## src/rtl/am_clock_comp_tx.sv

```systemverilog
// -----------------------------------------------------------------------------
// am_clock_comp_tx
//   TX clock compensator between the 64b/66b encoder and the scrambler.
//   Every AM_BLOCK_PERIOD*N_LANES accepted blocks it opens N_LANES tagged
//   alignment-marker slots. Each slot is repaid by deleting one idle block
//   from the MII side. Deletion credit is tracked by a saturating counter, and
//   the blocks are buffered in a first-word-fall-through FIFO. Rate-matching
//   faults are reported as one-cycle overflow/underflow pulses.
//
// Ports
//   i_clock        clock
//   i_reset_n      asynchronous active-low reset
//   i_enable       global clock enable; low freezes all state
//   i_valid        i_data qualifier
//   i_data         encoded block from the MII side
//   o_data         block to the scrambler (registered)
//   o_valid        o_data qualifier (registered)
//   o_aligner_tag  marks an AM slot (registered)
//   o_overflow     one-cycle pulse: block dropped because the FIFO was full
//   o_underflow    one-cycle pulse: FIFO empty, filler idle emitted
//   o_del_count / o_ovf_count / o_unf_count
//                  saturating event counters, present only when the
//                  CLOCK_COMP_STATS_EN macro is defined
// -----------------------------------------------------------------------------
module am_clock_comp_tx #(
  parameter int NB_DATA         = 66,
  parameter int AM_BLOCK_PERIOD = 16384,
  parameter int N_LANES         = 20,
  parameter int FIFO_DEPTH      = 32,
  parameter int CREDIT_MAX      = 2 * N_LANES
) (
  input  logic               i_clock,
  input  logic               i_reset_n,
  input  logic               i_enable,
  input  logic               i_valid,
  input  logic [NB_DATA-1:0] i_data,
  output logic [NB_DATA-1:0] o_data,
  output logic               o_valid,
  output logic               o_aligner_tag,
  output logic               o_overflow,
  output logic               o_underflow
`ifdef CLOCK_COMP_STATS_EN
  ,
  output logic [31:0]        o_del_count,
  output logic [31:0]        o_ovf_count,
  output logic [31:0]        o_unf_count
`endif
);

  localparam int NB_ADDR       = $clog2(FIFO_DEPTH);
  localparam int PERIOD_BLOCKS = AM_BLOCK_PERIOD * N_LANES;
  localparam int PW            = $clog2(PERIOD_BLOCKS);
  localparam int CW            = $clog2(CREDIT_MAX + 1);

  localparam logic [NB_DATA-1:0] PCS_IDLE    = NB_DATA'(66'h1_E000_0000_0000_0000);
  localparam logic [PW-1:0]      PERIOD_LAST = PW'(PERIOD_BLOCKS - 1);
  localparam logic [PW-1:0]      SLOT_COUNT  = PW'(N_LANES);
  localparam logic [CW-1:0]      CREDIT_TOP  = CW'(CREDIT_MAX);

  // State registers
  logic [PW-1:0]      period_q, period_d;
  logic [CW-1:0]      credit_q, credit_d;
  logic [NB_ADDR:0]   wptr_q, wptr_d;
  logic [NB_ADDR:0]   rptr_q, rptr_d;
  logic [NB_DATA-1:0] mem_q [FIFO_DEPTH];
  logic [NB_DATA-1:0] data_q, data_d;
  logic               valid_q, valid_d;
  logic               tag_q, tag_d;
  logic               ovf_q, ovf_d;
  logic               unf_q, unf_d;

  // Per-step decisions
  logic step_s, am_slot_s, is_idle_s, empty_s, full_s;
  logic del_s, rd_s, wr_req_s, wr_s, ovf_s, unf_s;

  assign step_s    = i_enable & i_valid;
  assign am_slot_s = (period_q < SLOT_COUNT);
  assign is_idle_s = (i_data == PCS_IDLE);
  assign empty_s   = (wptr_q == rptr_q);
  // Full: same slot index, opposite wrap bit.
  assign full_s    = (wptr_q[NB_ADDR] != rptr_q[NB_ADDR]) &&
                     (wptr_q[NB_ADDR-1:0] == rptr_q[NB_ADDR-1:0]);
  assign del_s     = step_s & is_idle_s & (credit_q != '0);
  assign rd_s      = step_s & ~am_slot_s & ~empty_s;
  assign wr_req_s  = step_s & ~del_s;
  // A read in the same step frees a slot, so a full FIFO still accepts the write.
  assign wr_s      = wr_req_s & (~full_s | rd_s);
  assign ovf_s     = wr_req_s & full_s & ~rd_s;
  assign unf_s     = step_s & ~am_slot_s & empty_s;

  // Next-state logic for counters, pointers and the output stage.
  always_comb begin
    period_d = period_q;
    credit_d = credit_q;
    wptr_d   = wptr_q;
    rptr_d   = rptr_q;
    data_d   = data_q;
    valid_d  = 1'b0;
    tag_d    = 1'b0;
    ovf_d    = 1'b0;
    unf_d    = 1'b0;

    if (step_s) begin
      period_d = (period_q == PERIOD_LAST) ? '0 : period_q + PW'(1);

      // Slot earned and idle repaid in the same step cancel out.
      if (am_slot_s && !del_s) begin
        credit_d = (credit_q == CREDIT_TOP) ? credit_q : credit_q + CW'(1);
      end else if (del_s && !am_slot_s) begin
        credit_d = credit_q - CW'(1);
      end

      if (wr_s) wptr_d = wptr_q + (NB_ADDR+1)'(1);
      if (rd_s) rptr_d = rptr_q + (NB_ADDR+1)'(1);

      data_d  = rd_s ? mem_q[rptr_q[NB_ADDR-1:0]] : PCS_IDLE;
      valid_d = 1'b1;
      tag_d   = am_slot_s;
      ovf_d   = ovf_s;
      unf_d   = unf_s;
    end
  end

  // FIFO storage; contents need no reset because the pointers gate them.
  always_ff @(posedge i_clock) begin
    if (wr_s) mem_q[wptr_q[NB_ADDR-1:0]] <= i_data;
  end

  // Counters, pointers and registered outputs.
  always_ff @(posedge i_clock or negedge i_reset_n) begin
    if (!i_reset_n) begin
      period_q <= '0;
      credit_q <= '0;
      wptr_q   <= '0;
      rptr_q   <= '0;
      data_q   <= PCS_IDLE;
      valid_q  <= 1'b0;
      tag_q    <= 1'b0;
      ovf_q    <= 1'b0;
      unf_q    <= 1'b0;
    end else begin
      period_q <= period_d;
      credit_q <= credit_d;
      wptr_q   <= wptr_d;
      rptr_q   <= rptr_d;
      data_q   <= data_d;
      valid_q  <= valid_d;
      tag_q    <= tag_d;
      ovf_q    <= ovf_d;
      unf_q    <= unf_d;
    end
  end

  assign o_data        = data_q;
  assign o_valid       = valid_q;
  assign o_aligner_tag = tag_q;
  assign o_overflow    = ovf_q;
  assign o_underflow   = unf_q;

`ifdef CLOCK_COMP_STATS_EN
  logic [31:0] del_cnt_q, ovf_cnt_q, unf_cnt_q;

  // Saturating event counters; they stick at all-ones rather than wrap.
  always_ff @(posedge i_clock or negedge i_reset_n) begin
    if (!i_reset_n) begin
      del_cnt_q <= 32'd0;
      ovf_cnt_q <= 32'd0;
      unf_cnt_q <= 32'd0;
    end else begin
      if (del_s && (del_cnt_q != 32'hFFFF_FFFF)) del_cnt_q <= del_cnt_q + 32'd1;
      if (ovf_s && (ovf_cnt_q != 32'hFFFF_FFFF)) ovf_cnt_q <= ovf_cnt_q + 32'd1;
      if (unf_s && (unf_cnt_q != 32'hFFFF_FFFF)) unf_cnt_q <= unf_cnt_q + 32'd1;
    end
  end

  assign o_del_count = del_cnt_q;
  assign o_ovf_count = ovf_cnt_q;
  assign o_unf_count = unf_cnt_q;
`endif

endmodule

```

## config.mk

```make
export PLATFORM = sky130hd
export DESIGN_NAME = am_clock_comp_tx
export DESIGN_NICKNAME = d
export VERILOG_FILES = /design/src/rtl/am_clock_comp_tx.sv
export SDC_FILE = /design/constraint.sdc
export NUM_CORES = 2
export LEC_CHECK = 0
export ABC_AREA = 1
export CAP_MARGIN = 20
export CORE_MARGIN = 5
export CORE_UTILIZATION = 62
export DETAILED_ROUTE_END_ITERATION = 6
export PLACE_DENSITY_LB_ADDON = 0.15
export SLEW_MARGIN = 5
export SYNTH_ARGS = -nofsm -noshare
export SYNTH_HDL_FRONTEND = slang
export SYNTH_SLANG_ARGS = --single-unit
```

## constraint.sdc

```tcl
create_clock -name i_clock -period 8.1 [get_ports i_clock]
set_input_delay 1.215 -clock i_clock [delete_from_list [all_inputs] [get_ports i_clock]]
set_output_delay 1.215 -clock i_clock [all_outputs]
set_load 0.1 [all_outputs]
```

==> flow_metrics.py <==
metrics = {
    "status": {
        "outcome": "finished, violations left",
        "violations": "DRC",
    },
    "power_and_ir_drop": {
        "p_per_area_nw_per_um2": 359.4,
        "vdd_drop_max_v": 0.0005844,
        "power_mw": 35.44,
        "leakagePower_nw": 34.43,
    },
    "floorplan": {
        "floorplan.initialDensity": 0.6244,
        "fp-row-count": 138,
        "die_x_um": 387.8,
        "die_h_um": 387.8,
        "core_area_um2": 141800,
        "dieArea_um2": 150400,
        "io-pin-count": 140,
    },
    "global_routing": {
        "antenna_found_initial": 8,
        "grt_pass1_vias": 56277,
        "gr-total-overflow": 0,
        "grt_usage": 0.3246,
        "grt_max_degree": 211,
        "grt_pass1_wl_um": 364600,
    },
    "critical_path": {
        "path_max_fanout": 34,
        "start_kind": "input port",
        "cp-end-kind": "flip-flop",
        "required_ps": 8560,
        "path_class": "in -> reg",
        "cp.arrival_ps": 5400,
        "rrSetupSlack_ps": 3300,
    },
    "sta": {
        "hold_viol": 0,
        "drv_slew": 0,
        "slew-limit-headroom": 0.2192,
        "rsz0062_at_grt": "no",
        "period_minus_slack_ps": 4940,
        "fmax_mhz": 202.4,
        "tns_ps": 0,
        "setup_violations": 0,
        "tightest_slew_ps": 1171,
        "skew_ps": 44.86,
        "final.period_utilization": 0.6099,
    },
    "drt": {
        "wl_um": 247200,
        "vias": 58403,
        "vias_per_cell": 6.446,
        "drc": 2,
        "drt.antenna.violating_nets": 0,
        "wire_per_inst_um": 27.29,
        "drtIter0Drc": 7908,
        "drtPass1Iterations": 7,
    },
    "synth": {
        "async_flop_share": 0.04822,
        "syn_area_um2": 88520,
        "synth_edf_count": 2112,
        "ys_seq_elements": 2219,
        "synth_nets": 6988,
        "yosysWarnings": 0,
        "synthFlopType": "edfxtp_1",
        "avgSynthCellArea_um2": 12.82,
        "ys_seq_area_frac": 0.7468,
        "synthDistinctLibCells": 42,
        "syn_inst": 6907,
    },
    "clock_tree": {
        "cts_tree": "yes",
        "cts_setup_buffers": 0,
        "htreeDepth": 4,
        "cts.repair.resized": 0,
        "cts-root-buf": "clkbuf_16",
        "cts_made_buffers": 212,
        "clk_pin_slew_worst_paths_ps": 60,
        "cts.sinks": 2219,
        "cts_hold_buf": 0,
        "clk-insertion-delay-late_ps": 850,
        "clockBufferDepth": 3,
    },
    "layout": {
        "final_util": 0.6956,
        "drive_gt1_frac": 0.07563,
        "finalInstanceArea_um2": 98600,
        "nFillCells": 9561,
        "areaGrowthSynthToFinish_pct": 11.40,
        "num-nets-final": 7059,
        "fin_cells": 9060,
        "mostFrequentLayoutCells": "edfxtp_1, nand2_1, a21oi_1",
        "final_common_cell": "edfxtp_1",
    },
    "placed_design": {
        "hpwl_um": 131200,
        "place_area_um2": 91680,
        "io_buffers": 139,
        "place_inst": 8653,
        "place_congestion": 0.8788,
    },
    "worst_hold_path": {
        "hold_path.class": "in -> async",
    },
    "run": {
        "max_cap_violations": 0,
    },
}
==> per-layer routing <==
metal | vias up | GRT usage | routed length (µm)
met5 | - | 0 | 13
met4 | 2 | 0.1345 | 11250
met3 | 573 | 0.06634 | 29320
met2 | 3817 | 0.4989 | 113100
met1 | 28677 | 0.4616 | 93510
li1 | 25334 | - | -
==> synth_stat cells (65+ instances only) <==
cell | count | area, µm²
a22o_1 | 174 | 1524
nor2_1 | 185 | 694.4
a21oi_1 | 876 | 4384
edfxtp_1 | 2112 | 63420
nand3_1 | 516 | 2582
o21ai_0 | 76 | 380.4
nand2_1 | 1919 | 7203
a22oi_1 | 181 | 1359
buf_2 | 250 | 1251
clkbuf_1 | 117 | 439.2
inv_1 | 65 | 244.0
dfrtp_1 | 103 | 2577
==> worst max-delay path, stage by stage <==
cell             delay, ps
clkdlybuf4s50_1       1200
nor2_1                  70
nand2_1                190
nor2_1                  60
nand2_1                 90
nor2_1                  50
nand3_1                210
nand3_2                280
buf_4                  380
nor3_2                 870
buf_4                  700
==> flip-flops by register name, summed over array words and instances, names as in the netlist <==
signal	cells
o_data	66
o_underflow	1
o_aligner_tag	1
credit_q	6
mem_q	2112
period_q	19
rptr_q	6
o_valid	1
o_overflow	1
wptr_q	6
==> layout make-up <==
cell class                      instances  area [µm²]  area share
Antenna cell                            4       10.01   0.0001015
Clock buffer                          313        6018     0.06104
Clock inverter                         89       873.3    0.008857
Inverter                               75       331.6    0.003363
Multi-Input combinational cell       4153       20020      0.2031
Sequential cell                      2219       66120      0.6705
Tap cell                             1890        2365     0.02398
Timing Repair Buffer                  317        2864     0.02905
==> final timing paths <==
path | to | cells past startpoint | from
worst max-delay path | mem_q[11][34] | 11 | i_data[14]
worst min-delay path | o_data[6] | 1 | i_reset_n
worst max register to register | o_data[9] | 11 | rptr_q[0]
worst min register to register | o_data[5] | 2 | o_data[5]
max in group asynchronous | rptr_q[0] | 2 | i_reset_n
min in group i_clock | o_data[5] | 2 | o_data[5]
==> metrics by stage <==
stage	worst slack (ps)	hold WS (ps)
3_3_place_gp	2445	462.7
4_1_cts	3319	435.4
5_1_grt	2975	496.3
3_5_place_dp	2391	466.6
6_report	3160	444.3
2_1_floorplan	920.8	467.8
==> where the power goes <==
part / switching [mW] / internal (mW)
clock: 4.21 / 5.51
combinational: 8.93 / 3.30
sequential: 0.405 / 13.1
==> cell families (layout without fill, tap and decap cells) <==
group	after synthesis	count (layout)	synth area share
AND/OR/NAND/NOR	2689	2689	0.1228
flip-flops	2219	2219	0.7468
AO/OA/AOI/OAI	1431	1431	0.09742
buffers and inverters	535	794	0.02913
XOR/XNOR	22	22	0.002177
adder cells (fa/ha/maj)	11	11	0.001640
other	0	4	0
Power figures use the tool's default switching activity.
